--- src/rtl/mcast_repl_sched.sv ---
// Multicast replication scheduler: holds one flit and presents a copy to every
// port in its destination mask until each port has taken it.
module mcast_repl_sched #(
    parameter int FLIT_W   = 64,
    parameter int NPORTS   = 5,
    parameter int FLAG_BIT = 31,
    parameter int MASK_LSB = 26
) (
    input  logic                     clk,
    input  logic                     rst,
    input  logic [FLIT_W-1:0]        in_flit,
    input  logic                     in_valid,
    output logic                     in_ready,
    output logic [FLIT_W*NPORTS-1:0] out_flit_flat,
    output logic [NPORTS-1:0]        out_valid_flat,
    input  logic [NPORTS-1:0]        out_ready_flat,
    output logic                     busy,
    output logic                     mask_err,
    output logic [7:0]               stall_cnt
);

    typedef enum logic {IDLE, REPL} state_t;

    state_t              state_p1, state_d;
    logic [NPORTS-1:0]   mask_in;
    logic [NPORTS-1:0]   pending_p1;
    logic [NPORTS-1:0]   dlv;
    logic [FLIT_W-1:0]   hold_p1;
    logic                mask_err_p1;
    logic [7:0]          stall_p1;
    logic                accept;

    function automatic logic [FLIT_W-1:0] clear_flag(input logic [FLIT_W-1:0] f);
        logic [FLIT_W-1:0] r;
        r           = f;
        r[FLAG_BIT] = 1'b0;
        return r;
    endfunction

    function automatic logic [7:0] sat_inc8(input logic [7:0] c);
        return (c == 8'hFF) ? c : c + 8'd1;
    endfunction

    assign mask_in        = in_flit[MASK_LSB +: NPORTS];
    assign in_ready       = (state_p1 == IDLE);
    assign busy           = (state_p1 == REPL);
    assign accept         = in_valid && in_ready;
    // Non-pending ports' ready bits are masked off here.
    assign dlv            = (state_p1 == REPL) ? (pending_p1 & out_ready_flat) : '0;
    assign out_valid_flat = (state_p1 == REPL) ? pending_p1 : '0;
    assign out_flit_flat  = {NPORTS{hold_p1}};
    assign mask_err       = mask_err_p1;
    assign stall_cnt      = stall_p1;

    always_ff @(posedge clk) begin
        if (rst) state_p1 <= IDLE;
        else     state_p1 <= state_d;
    end

    always_comb begin
        state_d = state_p1;
        case (state_p1)
            IDLE:    if (accept && (|mask_in)) state_d = REPL;
            REPL:    if ((pending_p1 & ~dlv) == '0) state_d = IDLE;
            default: state_d = IDLE;
        endcase
    end

    // Stage p1: hold register, pending copies, error pulse and stall counter.
    always_ff @(posedge clk) begin
        if (rst) begin
            pending_p1  <= '0;
            hold_p1     <= '0;
            mask_err_p1 <= 1'b0;
            stall_p1    <= 8'd0;
        end else begin
            mask_err_p1 <= accept && (mask_in == '0);
            if (state_p1 == IDLE) begin
                if (accept && (|mask_in)) begin
                    hold_p1    <= clear_flag(in_flit);
                    pending_p1 <= mask_in;
                    stall_p1   <= 8'd0;
                end
            end else begin
                pending_p1 <= pending_p1 & ~dlv;
                stall_p1   <= (|dlv) ? 8'd0 : sat_inc8(stall_p1);
            end
        end
    end

endmodule
--- config.mk ---
export PLATFORM = sky130hd
export DESIGN_NAME = mcast_repl_sched
export DESIGN_NICKNAME = d
export VERILOG_FILES = /design/src/rtl/mcast_repl_sched.sv
export SDC_FILE = /design/constraint.sdc
export NUM_CORES = 1
export LEC_CHECK = 0
export ABC_AREA = 1
export CORE_AREA = 5 5 155 157
export DETAILED_ROUTE_END_ITERATION = 10
export DIE_AREA = 0 0 160 162
export MAX_ROUTING_LAYER = met4
export REMOVE_ABC_BUFFERS = 1
export SYNTH_ARGS = -nofsm -noshare
export SYNTH_HDL_FRONTEND = slang
export SYNTH_SLANG_ARGS = --single-unit
--- constraint.sdc ---
create_clock -name clk -period 3.7 [get_ports clk]
set_input_delay 0.37 -clock clk [delete_from_list [all_inputs] [get_ports clk]]
set_output_delay 0.37 -clock clk [all_outputs]
set_load 0.03 [all_outputs]
### Yosys cells after proc, flatten, opt, wreduce, memory -nomap -nowiden

Cells that the tools add are included.

| storage, ports and cells | value |
|---|---|
| input bits | 72 |
| memory bits (read-only) | 0 |
| RAM bits | 0 |
| latch bits | 0 |
| output and inout bits | 336 |
| register bits | 78 |
| memories kept | 0 |
| logic and storage cells | 33 |

| cells by class | value |
|---|---|
| shift-type cells | 0 |
| eq/ne operators | 2 |
| add/subtract/negate cells | 1 |
| div/mod/pow operators | 0 |
| multiplexer cells | 11 |
| magnitude comparators | 0 |
| bitwise gates (word level) | 4 |
| multiply operators | 0 |
| reduce and logical (&&, ||, !) cells | 10 |

Operator list:

| kind | number |
|---|---|
| $mux W8 | 4 |
| $mux W5 | 4 |
| $and A5 B5 Y5 | 2 |
| $logic_not A5 Y1 | 2 |
| $reduce_or A5 Y1 | 2 |
| $add A8 B1 Y8 const B | 1 |
| $eq A8 B8 Y1 const B | 1 |
| $not A5 Y5 | 1 |
| $reduce_and A2 Y1 | 2 |
| $logic_and A1 B1 Y1 | 3 |
| $ne A3 B3 Y1 const B | 1 |
| $mux W1 | 2 |
| $pmux W1 S2 | 1 |
| $reduce_bool A2 Y1 | 1 |
| $not A1 Y1 | 1 |

### Longest topological paths before layout

Gate-level depths: netlist (run 1).

| logic depth | value |
|---|---|
| word-level depth | 7 |
| gate-level depth with buffers | 10 |
| gate-level depth less buffers | 9 |

### Worst setup path before layout (run 1)

OpenSTA, ideal clock, no wires.

| timing path | value |
|---|---|
| path type | register -> register |
| start | reg state_p1, in the netlist busy |
| end | reg state_p1, in the netlist busy |
| arrival time | 1.458 ns |
| stages on the path, launching flop included | 9 |
| path slack | 2.124 ns |
| setup time | 0.118 ns |
| required time | 3.582 ns |
| clock period less this slack | 1.576 ns |
| buffers on the path | 2 |
| path through | dfxtp_1 -> buf_6 -> buf_4 -> nand2_1 -> inv_1 -> nand2_1 -> nand2_1 -> and3_1 -> a21oi_1 |

| on the way | value |
|---|---|
| word-level cells in the longest chain between the ends | 6 |
| elaborated cells on any way between the ends | 10 |
| those cells by class | mux (4); bitwise (3); reduce/logical (3) |

RTL lines:

| what | line | source |
|---|---|---|
| from (decl) | 24 | `state_t state_p1, state_d;` |
| from (signal assigned) | 57 | `else state_p1 <= state_d;` |
| $mux W5 | 49 | `assign dlv = (state_p1 == REPL) ? (pending_p1 & out_ready_flat) : '0;` |
| $not A5 Y5 | 64 | `REPL: if ((pending_p1 & ~dlv) == '0) state_d = IDLE;` |
| $and A5 B5 Y5 | 64 |  |
| $logic_not A5 Y1 | 64 |  |
| $mux W1 | 64 |  |
| $pmux W1 S2 (*) | 62 | `case (state_p1)` |

Mark *: on every way between the ends. The rest lies on a longest branch, timed or not.
A chain may end at the register's enable or synchronous reset.

### Worst setup path after layout (run 1)

| timing path | value |
|---|---|
| start | reg state_p1, in the netlist busy |
| end | out out_valid_flat[2] |

| on the way | value |
|---|---|
| word-level cells in the longest chain between the ends | 1 |

RTL lines:

| what | line | source |
|---|---|---|
| $mux W5 | 50 | `assign out_valid_flat = (state_p1 == REPL) ? pending_p1 : '0;` |
| to (decl) | 15 | `output logic [NPORTS-1:0] out_valid_flat,` |

No other way between the ends.

==> summary.md, run 1 <==
| Metric | Value |
|---|---|
| Outcome | `finished clean` |
| Rows | `55` |
| Least-Margin Pin Slew | `0.708 ns` |
| Initial DRT Pass Iterations | `4` |
| H-tree levels | `3` |
| Unique masters post-synth | `29` |
| Crit Path Category | `flip-flop to primary output` |
| Final period util | `66.5%` |
| CP required | `3.33 ns` |
| Initial cell density of the core | `23.1%` |
| Worst Setup End Kind | `primary output` |
| Final core occ | `35.0%` |
| Leading area contributor after synthesis | `buf_4` |
| Dpl hpwl | `15.3 mm` |
| Clock sinks | `78` |
| Critical Path AT | `2.09 ns` |
| Met3 routed WL | `1.78 mm` |
| Max clock buf depth | `2` |
| Hold worst-path end | `pending_p1[3]$_SDFFE_PP0P_` |
| Placed cells | `1108` |
| WL per Instance | `17.0 um` |
| WHS Path Cells | `2` |
| Period minus WS final | `2.46 ns` |
| Initial antenna violation count | `1` |
| Worst-skew pair later-pin latency | `0.34 ns` |
| Hold Fails Final Rpt | `0` |
| Worst R2R Start | `busy$_SDFF_PP0_` |
| Synth Instances | `695` |
| DRT met1 WL | `8.01 mm` |
| Ranking of synthesized cells by area | `buf_4, dfxtp_1, nor2_1` |
| Layout cells sized above 1 | `5.13%` |
| Total Routing Usage GR | `14.3%` |
| IO Port Bufs | `401` |
| RePlAce Congestion | `0.820` |
| RR Endpoint | `pending_p1[1]$_SDFFE_PP0P_` |
| R2R setup slack | `1.82 ns` |
| Final Slew Violations | `0` |
| Max Used Layer | `met4` |
| Post-Layout Cell Count | `1125` |
| WHS | `0.496 ns` |
| Clock skew | `0.00798 ns` |
| R2R depth | `7` |
| DRC errors left | `0` |
| Vias in the first global route | `4266` |
| Vias | `4463` |
| Die W | `160 um` |
| Total CTS buffers | `9` |
| Power per cell area | `476 mW/mm^2` |
| Core outline area | `0.0224 mm^2` |
| Initial DRC Count | `271` |
| Design Power | `3.73 mW` |
| Nets | `907` |
| # setup viols final | `0` |
| CP Launch Type | `flip-flop` |
| Global-route wire length before repair | `27.9 mm` |
| Max incr delay on CP | `0.78 ns` |
| Cts hold-fix bufs | `0` |
| LEAKAGE | `2.99 nW` |
| Sequential-to-total area share from yosys stat | `30.2%` |
| Via density | `3.97` |
| Root Driver | `clkbuf_16` |
| Final WL | `19.2 mm` |
| IR drop worst, VDD | `0.195 mV` |
| Final ANT Viol Nets | `0` |
| Slew HR | `52.7%` |
| CP Buf/Inv Count | `2` |
| Post-CTS resize count | `0` |
| Cell Area, Synth | `0.00517 mm^2` |
| Synth Warn # | `0` |
| Synth Area per Inst | `7.44 um^2` |
| Clock Pin Slew Worst Setup and Hold Paths | `0.06 ns` |
| Ports | `408` |
| Die Y | `162 um` |
| Grt ovf | `0` |
| Max-cap violations | `0` |
| Synth-to-layout area growth | `51.4%` |
| Hold_sp | `pending_p1[3]$_SDFFE_PP0P_` |
| Unrepaired setup endpoints after global routing | `false` |
| CTS tree | `done` |
| Critical-path top delay cell | `dfxtp_1` |
| Synth top area share | `37.6%` |
| Max Freq | `0.407 GHz` |
| Worst hold path type | `flip-flop to flip-flop` |
| Pin count of the biggest net entering global routing | `51` |
| Final TNS setup | `0 ns` |
| Worst path top cell family by delay | `buffers and inverters` |
| Metal2 WL | `9.16 mm` |
| CP Cell Sequence | `nand2_1, inv_1, clkdlybuf4s50_1` |
| Worst Path Max Fanout | `17` |
| Number of synthesized register bits | `78` |
| Die ar. | `0.0259 mm^2` |
| Setup Buffers After CTS | `0` |
## kinds of logic after synthesis
logic type | synth area share, %
other cells | 0.0725
simple gates | 18.8
compound gates | 7.84
buf+inv | 42.9
flops | 30.2
fa+ha+maj | 0.242
## how the worst max path moves through the flow
| stage | startpoint | to | slack, ns | depth (start not counted) |
|---|---|---|---|---|
| 2_1_floorplan | busy$_SDFF_PP0_ | pending_p1[2]$_SDFFE_PP0P_ | 1.00 | 7 |
| 3_3_place_gp | busy$_SDFF_PP0_ | out_valid_flat[2] | 1.56 | 3 |
| 3_5_place_dp | in_flit[28] | pending_p1[0]$_SDFFE_PP0P_ | 1.56 | 9 |
| 4_1_cts | busy$_SDFF_PP0_ | out_valid_flat[2] | 1.19 | 3 |
| 5_1_grt | busy$_SDFF_PP0_ | out_valid_flat[2] | 1.13 | 3 |
| 6_report | busy$_SDFF_PP0_ | out_valid_flat[2] | 1.24 | 3 |
## power by group
part	switching [mW]	internal, mW
sequential	0.150	0.918
clock	0.383	0.594
combinational	1.00	0.679
## cell type report
| type | instances | area (um^2) |
|---|---|---|
| inverter | 31 | 116 |
| clock buffer | 9 | 225 |
| timing repair buffer | 406 | 4060 |
| clock inverter | 7 | 97.6 |
| multi-input combinational | 308 | 1410 |
| tap | 285 | 357 |
| sequential | 78 | 1560 |
| antenna | 1 | 2.50 |
| fill | 2328 | 14500 |
## Yosys cell counts, drive strengths merged
| library cell | count |
|---|---|
| or2 | 1 |
| nand3 | 23 |
| dfxtp | 78 |
| clkbuf | 11 |
| and3 | 1 |
| ha | 1 |
| inv | 31 |
| nor4 | 1 |
| buf | 271 |
| a21boi | 1 |
| nor3 | 1 |
| nand4 | 4 |
| nand2 | 55 |
| nor2 | 137 |
| a21oi | 17 |
| o21ai | 61 |
| conb | 1 |
## layer usage
metal / track usage [%] / vias to the layer above
met5: - / -
met1: 17.1 / 2070
met3: 4.97 / 11
met4: 3.56 / 0
li1: - / 2176
met2: 23.2 / 206
## sequential cells by signal (all words and copies together) (netlist names)
name / flops
busy: 1
mask_err: 1
stall_cnt: 8
pending_p1: 5
hold_p1: 63
## through the flow
stage                     cell area, um^2  setup slack (ns)
after detailed placement             7510              1.56
after floorplan                      3090              1.00
after global routing                 7830              1.13
after CTS                            7830              1.19
after global placement               7510              1.56
final                                7830              1.24
## layout by cell type, fill, tap and decap left out, types with 4 or more instances in the layout
master	Yosys	routed
a21oi_1	15	15
buf_4	259	4
clkbuf_16	0	9
clkdlybuf4s50_1	0	401
conb_1	1	5
dfxtp_1	78	78
inv_1	29	27
inv_2	2	4
nand2_1	50	50
nand3_1	17	17
nand3_2	5	5
nand4_1	4	4
nor2_1	133	133
o21ai_0	61	61
## tightest hold or removal path, delay by kind of cell, from the launching register on
| kind | cells | cell delay [ns] |
|---|---|---|
| and+or+nand+nor | 1 | 0.07 |
| DFF | 1 | 0.33 |
| AOI/OAI and AO/OA | 1 | 0.05 |
Note: power is estimated with default switching activity, not from simulation.
==> run 2: changes to the inputs <==
clock period = 2.4 ns   (was 3.7 ns; I/O delays follow)
==> run 2 against run 1 <==
Against the previous run: via count shrank 0.13%; sequential power grew 53%; clock power grew 49%; register-to-register slack lost 1.1 ns.
==> summary.md, run 2 (synthesis results as in run 1) <==
| Metric | Value |
|---|---|
| Outcome | `finished clean` |
| Largest register FFs | `63 (unchanged)` |
| Worst-skew pair later-pin latency | `0.34 ns (about the same)` |
| Design Power | `5.71 mW (+53%)` |
| Critical-path top delay cell | `clkdlybuf4s50_1` |
| RePlAce Congestion | `0.794 (-3.2%)` |
| Die Y | `162 um (unchanged)` |
| Placed cells | `1108 (unchanged)` |
| Most frequent cells in the layout | `clkdlybuf4s50_1, nor2_1, dfxtp_1` |
| Leading cell type in the layout, fill and taps excluded | `clkdlybuf4s50_1` |
| Clock skew | `0.00671 ns (-0.00127 ns)` |
| IR drop worst, VDD | `0.313 mV (+60%)` |
| Nets | `907 (unchanged)` |
| Worst path top cell family by delay | `buffers and inverters` |
| Total CTS buffers | `9 (unchanged)` |
| Initial antenna violation count | `0 (-1)` |
| Period minus WS final | `2.22 ns` |
| Crit Path Category | `flip-flop to primary output` |
| Fin worst setup slack | `0.182 ns (-1.06 ns)` |
| Via density | `3.96 (-0.13%)` |
| Die ar. | `0.0259 mm^2 (unchanged)` |
| WHS | `0.498 ns (+0.00259 ns)` |
| Worst Setup End Kind | `primary output` |
| CP required | `2.16 ns (-1.17 ns)` |
| Vias in the first global route | `4327 (+1.4%)` |
| CP Cell Sequence | `buf_4, nand2_1, inv_1, clkdlybuf4s50_1` |
| Initial DRC Count | `167 (-38%)` |
| Clock sinks | `78 (unchanged)` |
| Worst Path Max Fanout | `9 (-8)` |
| Slew HR | `65.7% (+13 points)` |
| Root Driver | `clkbuf_16` |
| Hold Fails Final Rpt | `0 (unchanged)` |
| Max-cap violations | `0 (unchanged)` |
| Cts hold-fix bufs | `0 (unchanged)` |
| Layout cells sized above 1 | `5.13% (unchanged)` |
| Vias | `4457 (-0.13%)` |
| Grt ovf | `0 (unchanged)` |
| DRC errors left | `0 (unchanged)` |
| Max Freq | `0.451 GHz` |
| Top reg by flops | `hold_p1` |
| Rows | `55 (unchanged)` |
| Critical Path AT | `1.98 ns (-0.11 ns)` |
| CP Buf/Inv Count | `3 (+1)` |
| Final period util | `92.4%` |
| Worst hold path type | `flip-flop to flip-flop` |
| CTS tree | `done` |
| Unrepaired setup endpoints after global routing | `false` |
| Post-Layout Cell Count | `1125 (unchanged)` |
| IO Port Bufs | `401 (unchanged)` |
| CP Launch Type | `flip-flop` |
| Total Routing Usage GR | `14.3% (about the same)` |
| # setup viols final | `0 (unchanged)` |
| Initial DRT Pass Iterations | `4 (unchanged)` |
| WL per Instance | `17.0 um (-0.18%)` |
| Clock Pin Slew Worst Setup and Hold Paths | `0.06 ns (about the same)` |
| H-tree levels | `3 (unchanged)` |
| LEAKAGE | `3.00 nW (+0.43%)` |
| Power per cell area | `728 mW/mm^2 (+53%)` |
| Core outline area | `0.0224 mm^2 (unchanged)` |
| Post-CTS resize count | `0 (unchanged)` |
| Final core occ | `35.1% (+0.067 points)` |
| Dpl hpwl | `15.3 mm (about the same)` |
| Least-Margin Pin Slew | `0.513 ns (-0.195 ns)` |
| Max incr delay on CP | `0.66 ns (-0.12 ns)` |
| Design Area, Final | `0.00785 mm^2 (+0.19%)` |
| Worst slack at placement | `0.385 ns (-1.17 ns)` |
| Setup Buffers After CTS | `0 (unchanged)` |
| Pin count of the biggest net entering global routing | `65 (+27%)` |
| Synth-to-layout area growth | `51.7%` |
| Max clock buf depth | `2 (unchanged)` |
| Final WL | `19.1 mm (-0.18%)` |
| Final TNS setup | `0 ns (unchanged)` |
| Final ANT Viol Nets | `0 (unchanged)` |
| Final Slew Violations | `0 (unchanged)` |
| DP Area | `0.00753 mm^2 (+0.33%)` |
| Initial cell density of the core | `23.1% (unchanged)` |
| Die W | `160 um (unchanged)` |
| Global-route wire length before repair | `27.9 mm (about the same)` |
| Ports | `408 (unchanged)` |
==> run 2: cell types whose count changed in the layout (fill, tap and decap cells not counted), moves of 2 or more <==
cell,delta
buf_12,+2
buf_4,-2
clkinvlp_4,-2
inv_6,+2
inv_8,+2
==> run 2: where the power goes <==
group	leakage (nW)	internal [mW]	total, mW	switching (mW)
registers	0.645	1.41	1.64	0.223
clock network	0.155	0.835	1.46	0.629
logic	2.20	1.05	2.61	1.55
==> run 2: layout make-up <==
type	count	area (um^2)
clock inverters	7	87.6
repair buffers	406	4090
well taps	285	357
inverters	31	116
clock buffers	9	225
flip-flops and latches	78	1560
fillers	2328	14500
diodes	1	2.50
multi-input cells	308	1410
==> run 2: final timing paths <==
path	startpoint	endpoint	slack [ns]	cells past startpoint
hold / removal	pending_p1[4]$_SDFFE_PP0P_	pending_p1[4]$_SDFFE_PP0P_	0.50	2
hold reg to reg	pending_p1[4]$_SDFFE_PP0P_	pending_p1[4]$_SDFFE_PP0P_	0.50	2
setup reg to reg	busy$_SDFF_PP0_	pending_p1[3]$_SDFFE_PP0P_	0.68	7
setup / recovery	busy$_SDFF_PP0_	out_valid_flat[3]	0.18	4
==> run 2: worst min-delay path, cell delays in order (launching register included) <==
cell	delay, ns
dfxtp_1	0.33
nand2_1	0.07
a21oi_1	0.05
==> run 2: metal layers <==
| layer | part of all wire [%] | up-vias | wire [um] | track usage, % |
|---|---|---|---|---|
| li1 | - | 2184 | - | - |
| met2 | 48 | 206 | 9260 | 23.8 |
| met4 | 1.1 | 0 | 209 | 3.91 |
| met1 | 42 | 2057 | 8130 | 17.0 |
| met3 | 8.1 | 10 | 1550 | 4.03 |
| met5 | 0 | - | 0 | - |
==> run 3: changes to the inputs <==
SKIP_CTS_REPAIR_TIMING = 1   (was unset)
==> results of run 3 <==
Same layout as run 2: the final DEF is identical, and so are final timing and power.
==> RTL change 1 (config.mk and constraints of run 2) <==
Set the parameter `FLIT_W` to 32 (it was 64).
--- a/src/rtl/mcast_repl_sched.sv
+++ b/src/rtl/mcast_repl_sched.sv
@@ -2,5 +2,5 @@
 // port in its destination mask until each port has taken it.
 module mcast_repl_sched #(
-    parameter int FLIT_W   = 64,
+    parameter int FLIT_W   = 32,
     parameter int NPORTS   = 5,
     parameter int FLAG_BIT = 31,
Ports: changed (resized in_flit and out_flit_flat); port bits go from 408 to 216. The function was not compared with the original's and may differ.
==> RTL change 1 against run 2 <==
Wire length is 50% lower; worst setup slack better by 0.10 ns; non-clock buffer count shrank 191; first-iteration DRC count is 10% higher; count of clock-buffer cells in the layout fell by 4; total power down 46%; global-route usage fell by 6.9 points; synthesized area fell by 41%; die area unchanged; sequential cell count decreased by 32; sequential power fell by 44%; worst hold slack hardly changed; final area shrank 40%; largest cell class unchanged; largest power group unchanged; highest routed layer unchanged.
==> RTL change 1: results (changes against run 2) <==
metric,value,unit,change
run status,"finished, final reports clean",,
routed length on met3,811,µm,-48%
number of H-tree branching levels,2,,-1
capture point of the worst reg-to-reg path,pending_p1[1],,
Area contributors post-synth,"sky130_fd_sc_hd__buf_4 32%, sky130_fd_sc_hd__dfxtp_1 30%, sky130_fd_sc_hd__nor2_1 8.7%, sky130_fd_sc_hd__nand2_1 6.2%, sky130_fd_sc_hd__o21ai_0 4.7%",,
part of the total power dissipated in sequential elements,0.298,,+0.011
dpl cell area,0.00453,mm²,-40%
worst slack at placement,0.489,ns,+0.103 ns
later-pin clock latency in the skew report,0.30,ns,-0.04 ns
primary flip-flop cell chosen by synthesis mapping,sky130_fd_sc_hd__dfxtp_1,,
buffers outside the clock class,215,,-47%
post-DR vias/cell,3.37,,-15%
number of violations reported at the end of detailed-routing iteration 0,184,,+10%
HPWL after detailed placement,7720,µm,-50%
signal buffers share of area,0.455,,-0.0657
flip-flop count of the largest register after layout,31,,-51%
sequential fraction of the synthesis area,0.300,,-0.00153
area delta synth->final,53.1,%,
Clock power frac,0.262,,+0.006
combined global-route utilization of all metal layers,0.0740,,-0.0689
final WL,9640,µm,-50%
wire length of the first global-routing pass,14700,µm,-47%
clock tree cell share of total cell area,0.0352,,-0.00467
worst-path fanout max,14,,+5
highest metal layer with signal wires,met4,,
Comb group,0.00136,W,-48%
pin count of the biggest net entering global routing,28,,-57%
number of nets in the layout,553,,-39%
post-synthesis cell type count,25,,-14%
clk_skew,0.00799,ns,+0.00129 ns
Non-clock inverters,32,,+3.2%
clock buffer instance count of the final layout,5,,-4
met1 routed wirelength after detailed routing,4190,µm,-48%
routed length on met2,4530,µm,-51%
count of multi-input combinational gates,212,,-31%
most frequent cells after synthesis,"129 x sky130_fd_sc_hd__buf_4, 71 x sky130_fd_sc_hd__nor2_1, 51 x sky130_fd_sc_hd__nand2_1",,
fill cell total of the finished layout,2462,,+5.8%
Lkg Pwr,1.80,nW,-40%
gp weighted congestion,0.736,,-7.3%
crit path to,out_valid_flat[0],,
worst path arrival time,1.88,ns,-0.10 ns
Cell Count Post-Placement,790,,-29%
maximum vdd ir drop,0.236,mV,-25%
Routed WL per cell,12.1,µm,-29%
worst hold slack after final layout,0.499,ns,+0.000293 ns
number of storage elements in the synthesis netlist,46,,-41%
share of post-route cells with drive strength above 1,0.0585,,+0.00723
number of input and output port buffers inserted,209,,-48%
number of global-route vias before repair,2600,,-40%
Switch Pwr,0.00123,W,-49%
Multi-input gate area,995,µm²,-29%
synthesized area per cell,7.17,µm²,-3.7%
cell count after synthesis,428,,-38%
number of diodes,0,,-1
RTL change 1: critical path, cell delays in order, from the launching register on:
cell and delay (ns):
sky130_fd_sc_hd__dfxtp_1 0.44, sky130_fd_sc_hd__buf_4 0.28, sky130_fd_sc_hd__nand2_1 0.09, sky130_fd_sc_hd__inv_1 0.06, sky130_fd_sc_hd__clkdlybuf4s50_1 0.71
RTL change 1: kinds of logic (layout without fill, tap and decap cells):
group | after synthesis | after routing | synth area share
AND/OR/NAND/NOR | 160 | 160 | 0.237
AO/OA/AOI/OAI | 46 | 46 | 0.0767
other | 1 | 5 | 0.00122
adder cells (fa/ha/maj) | 1 | 1 | 0.00408
flip-flops | 46 | 46 | 0.300
buffers and inverters | 174 | 255 | 0.380
RTL change 1: per-layer routing:
metal,track usage,up-vias
met5,-,-
met3,0.0226,8
met1,0.0891,1191
met2,0.121,127
li1,-,1365
met4,0.0199,0
==> RTL change 2 (settings of run 2) <==
Without the edit above. Remove the register `mask_err_p1`: a continuous assignment takes its place, so the output `mask_err` follows one clock earlier.
--- a/src/rtl/mcast_repl_sched.sv
+++ b/src/rtl/mcast_repl_sched.sv
@@ -72,8 +72,6 @@
             pending_p1  <= '0;
             hold_p1     <= '0;
-            mask_err_p1 <= 1'b0;
             stall_p1    <= 8'd0;
         end else begin
-            mask_err_p1 <= accept && (mask_in == '0);
             if (state_p1 == IDLE) begin
                 if (accept && (|mask_in)) begin
@@ -89,3 +87,5 @@
     end
 
+    assign mask_err_p1 = accept && (mask_in == '0);
+
 endmodule
Function: changed (a bounded check fails within 4 cycles, from zero or initial values and one cycle with rst high).
==> RTL change 2 against run 2 <==
Synthesized area is 0.46% higher; register-to-register slack got worse by 0.10 ns; synthesized cell count is 0.14% lower; via count decreased by 0.63%; final area decreased by 0.75%; wire length down 2.3%; sequential cell count decreased by 1; first-iteration DRC count fell by 44%; total power down 3.4%; count of clock-buffer cells in the layout grew 1; worst setup slack got worse by 0.018 ns; critical path type unchanged; largest power group unchanged; highest routed layer unchanged.
==> RTL change 2: results (changes against run 2) <==
metric,value,unit,change
run status,"finished, final reports clean",,
"Reg clk slew, reported paths",0.06,ns,about the same
proportion of synthesized flip-flops having asynchronous set or reset,0,,unchanged
Routed WL per cell,16.6,µm,-2.2%
clk_skew,0.00693,ns,+0.000229 ns
number of H-tree branching levels,3,,unchanged
most frequent cells after synthesis,"257 x sky130_fd_sc_hd__buf_4, 135 x sky130_fd_sc_hd__nor2_1, 77 x sky130_fd_sc_hd__dfxtp_1",,
sequential fraction of the synthesis area,0.297,,-0.00523
maximum vdd ir drop,0.332,mV,+6.0%
Area contributors post-synth,"sky130_fd_sc_hd__buf_4 37%, sky130_fd_sc_hd__dfxtp_1 30%, sky130_fd_sc_hd__nor2_1 9.7%, sky130_fd_sc_hd__o21ai_0 5.7%, sky130_fd_sc_hd__nand2_1 3.6%",,
share of post-route cells with drive strength above 1,0.0477,,-0.00358
number of nets in the layout,907,,unchanged
Detailed Routing Iterations Pass 1,4,,unchanged
Hold Path Cell Cnt,3,,+1
number of diodes,0,,-1
number of global-route vias before repair,4330,,+0.069%
post-DR vias/cell,3.94,,-0.54%
M2 GR Usage,0.225,,-0.0135
cell count after synthesis,694,,-0.14%
combined global-route utilization of all metal layers,0.138,,-0.00477
number of buffers created by CTS,9,,unchanged
worst path arrival time,2.00,ns,+0.02 ns
HPWL after detailed placement,14800,µm,-3.5%
primary flip-flop cell chosen by synthesis mapping,sky130_fd_sc_hd__dfxtp_1,,
root buffer selected by CTS,sky130_fd_sc_hd__clkbuf_16,,
Cell Count Post-Placement,1108,,unchanged
Yosys warning count,0,,unchanged
met3 Usage GRT,0.0426,,+0.00228
wire length of the first global-routing pass,27100,µm,-3.1%
clock tree buffer depth,2,,unchanged
pin count of the biggest net entering global routing,66,,+1.5%
Global Route met1 Usage,0.164,,-0.00561
gp weighted congestion,0.828,,+4.3%
number of violations reported at the end of detailed-routing iteration 0,94,,-44%
type of destination of the critical path,output pin,,
post-cts repair resize count,0,,unchanged
fill cell total of the finished layout,2358,,+1.3%
post-synthesis cell type count,28,,-3.4%
Worst Tran Pin Value,0.590,ns,+0.0773 ns
Lkg Pwr,2.96,nW,-1.3%
register with the most flip-flops,hold_p1,,
Reg2Reg Depth,7,,unchanged
later-pin clock latency in the skew report,0.33,ns,
number of buffers added for setup after CTS,0,,unchanged
worst-path fanout max,13,,+4
classification of the worst-slack hold path,in -> reg,,
final WL,18700,µm,-2.3%
==> RTL change 2: cell count changes in the layout (fill, tap and decap cells not counted), moves of 2 or more <==
cell                                run 2  this run
sky130_fd_sc_hd__o21ai_0               61        59
sky130_fd_sc_hd__nand3_4                1         3
sky130_fd_sc_hd__nor2_1               133       135
sky130_fd_sc_hd__inv_6                  3         1
sky130_fd_sc_hd__nand3_2                5         1
sky130_fd_sc_hd__buf_4                  2         4
sky130_fd_sc_hd__inv_8                  2         0
sky130_fd_sc_hd__nor2_2                 2         0
sky130_fd_sc_hd__nand3_1               17        19
sky130_fd_sc_hd__clkinvlp_4             0         4
==> RTL change 2: cells by family after synthesis <==
family / share of synthesized area
buffers and inverters: 0.434
AND/OR/NAND/NOR: 0.188
AO/OA/AOI/OAI: 0.0782
flip-flops: 0.297
adder cells (fa/ha/maj): 0.00241
other: 0.000722
==> RTL change 2: cell type report <==
| cell class | instances | area share |
|---|---|---|
| inverters | 31 | 0.0149 |
| clock buffers | 10 | 0.0294 |
| multi-input cells | 308 | 0.182 |
| clock inverters | 6 | 0.00610 |
| repair buffers | 407 | 0.524 |
| flip-flops and latches | 77 | 0.198 |
| well taps | 285 | 0.0458 |
==> RTL change 2: worst paths after layout <==
kind / start / end / slack (ns)
setup / recovery: busy / out_valid_flat[2] / 0.16
hold / removal: in_flit[30] / hold_p1[30] / 0.49
setup reg to reg: busy / pending_p1[3] / 0.58
hold reg to reg: pending_p1[4] / pending_p1[4] / 0.50
==> RTL change 2: layer usage <==
| layer | vias up | wire [µm] |
|---|---|---|
| met5 | - | 0 |
| met4 | 0 | 282 |
| met3 | 16 | 1520 |
| met2 | 226 | 8780 |
| met1 | 2009 | 8120 |
| li1 | 2178 | - |
==> RTL change 2: through the flow <==
stage / area [µm²] / total power (W) / setup slack [ns]
floorplan: 3070 / 0.00294 / -0.0280
global placement: 7510 / 0.00427 / 0.361
detailed placement: 7510 / 0.00429 / 0.369
CTS: 7790 / 0.00562 / 0.129
global route: 7790 / 0.00577 / 0.0332
finish: 7790 / 0.00552 / 0.165
==> RTL change 2: critical path: stages (launching register included) <==
cell and delay, ns:
sky130_fd_sc_hd__dfxtp_1 0.69, sky130_fd_sc_hd__nand2_1 0.16, sky130_fd_sc_hd__inv_1 0.11, sky130_fd_sc_hd__clkdlybuf4s50_1 0.69
==> RTL change 2: report_power, final <==
part           internal, W  switching (W)  total (W)  leakage (nW)
Sequential         0.00140       0.000222    0.00162         0.637
Combinational      0.00106        0.00156    0.00261          2.21
Clock             0.000706       0.000576    0.00128         0.121
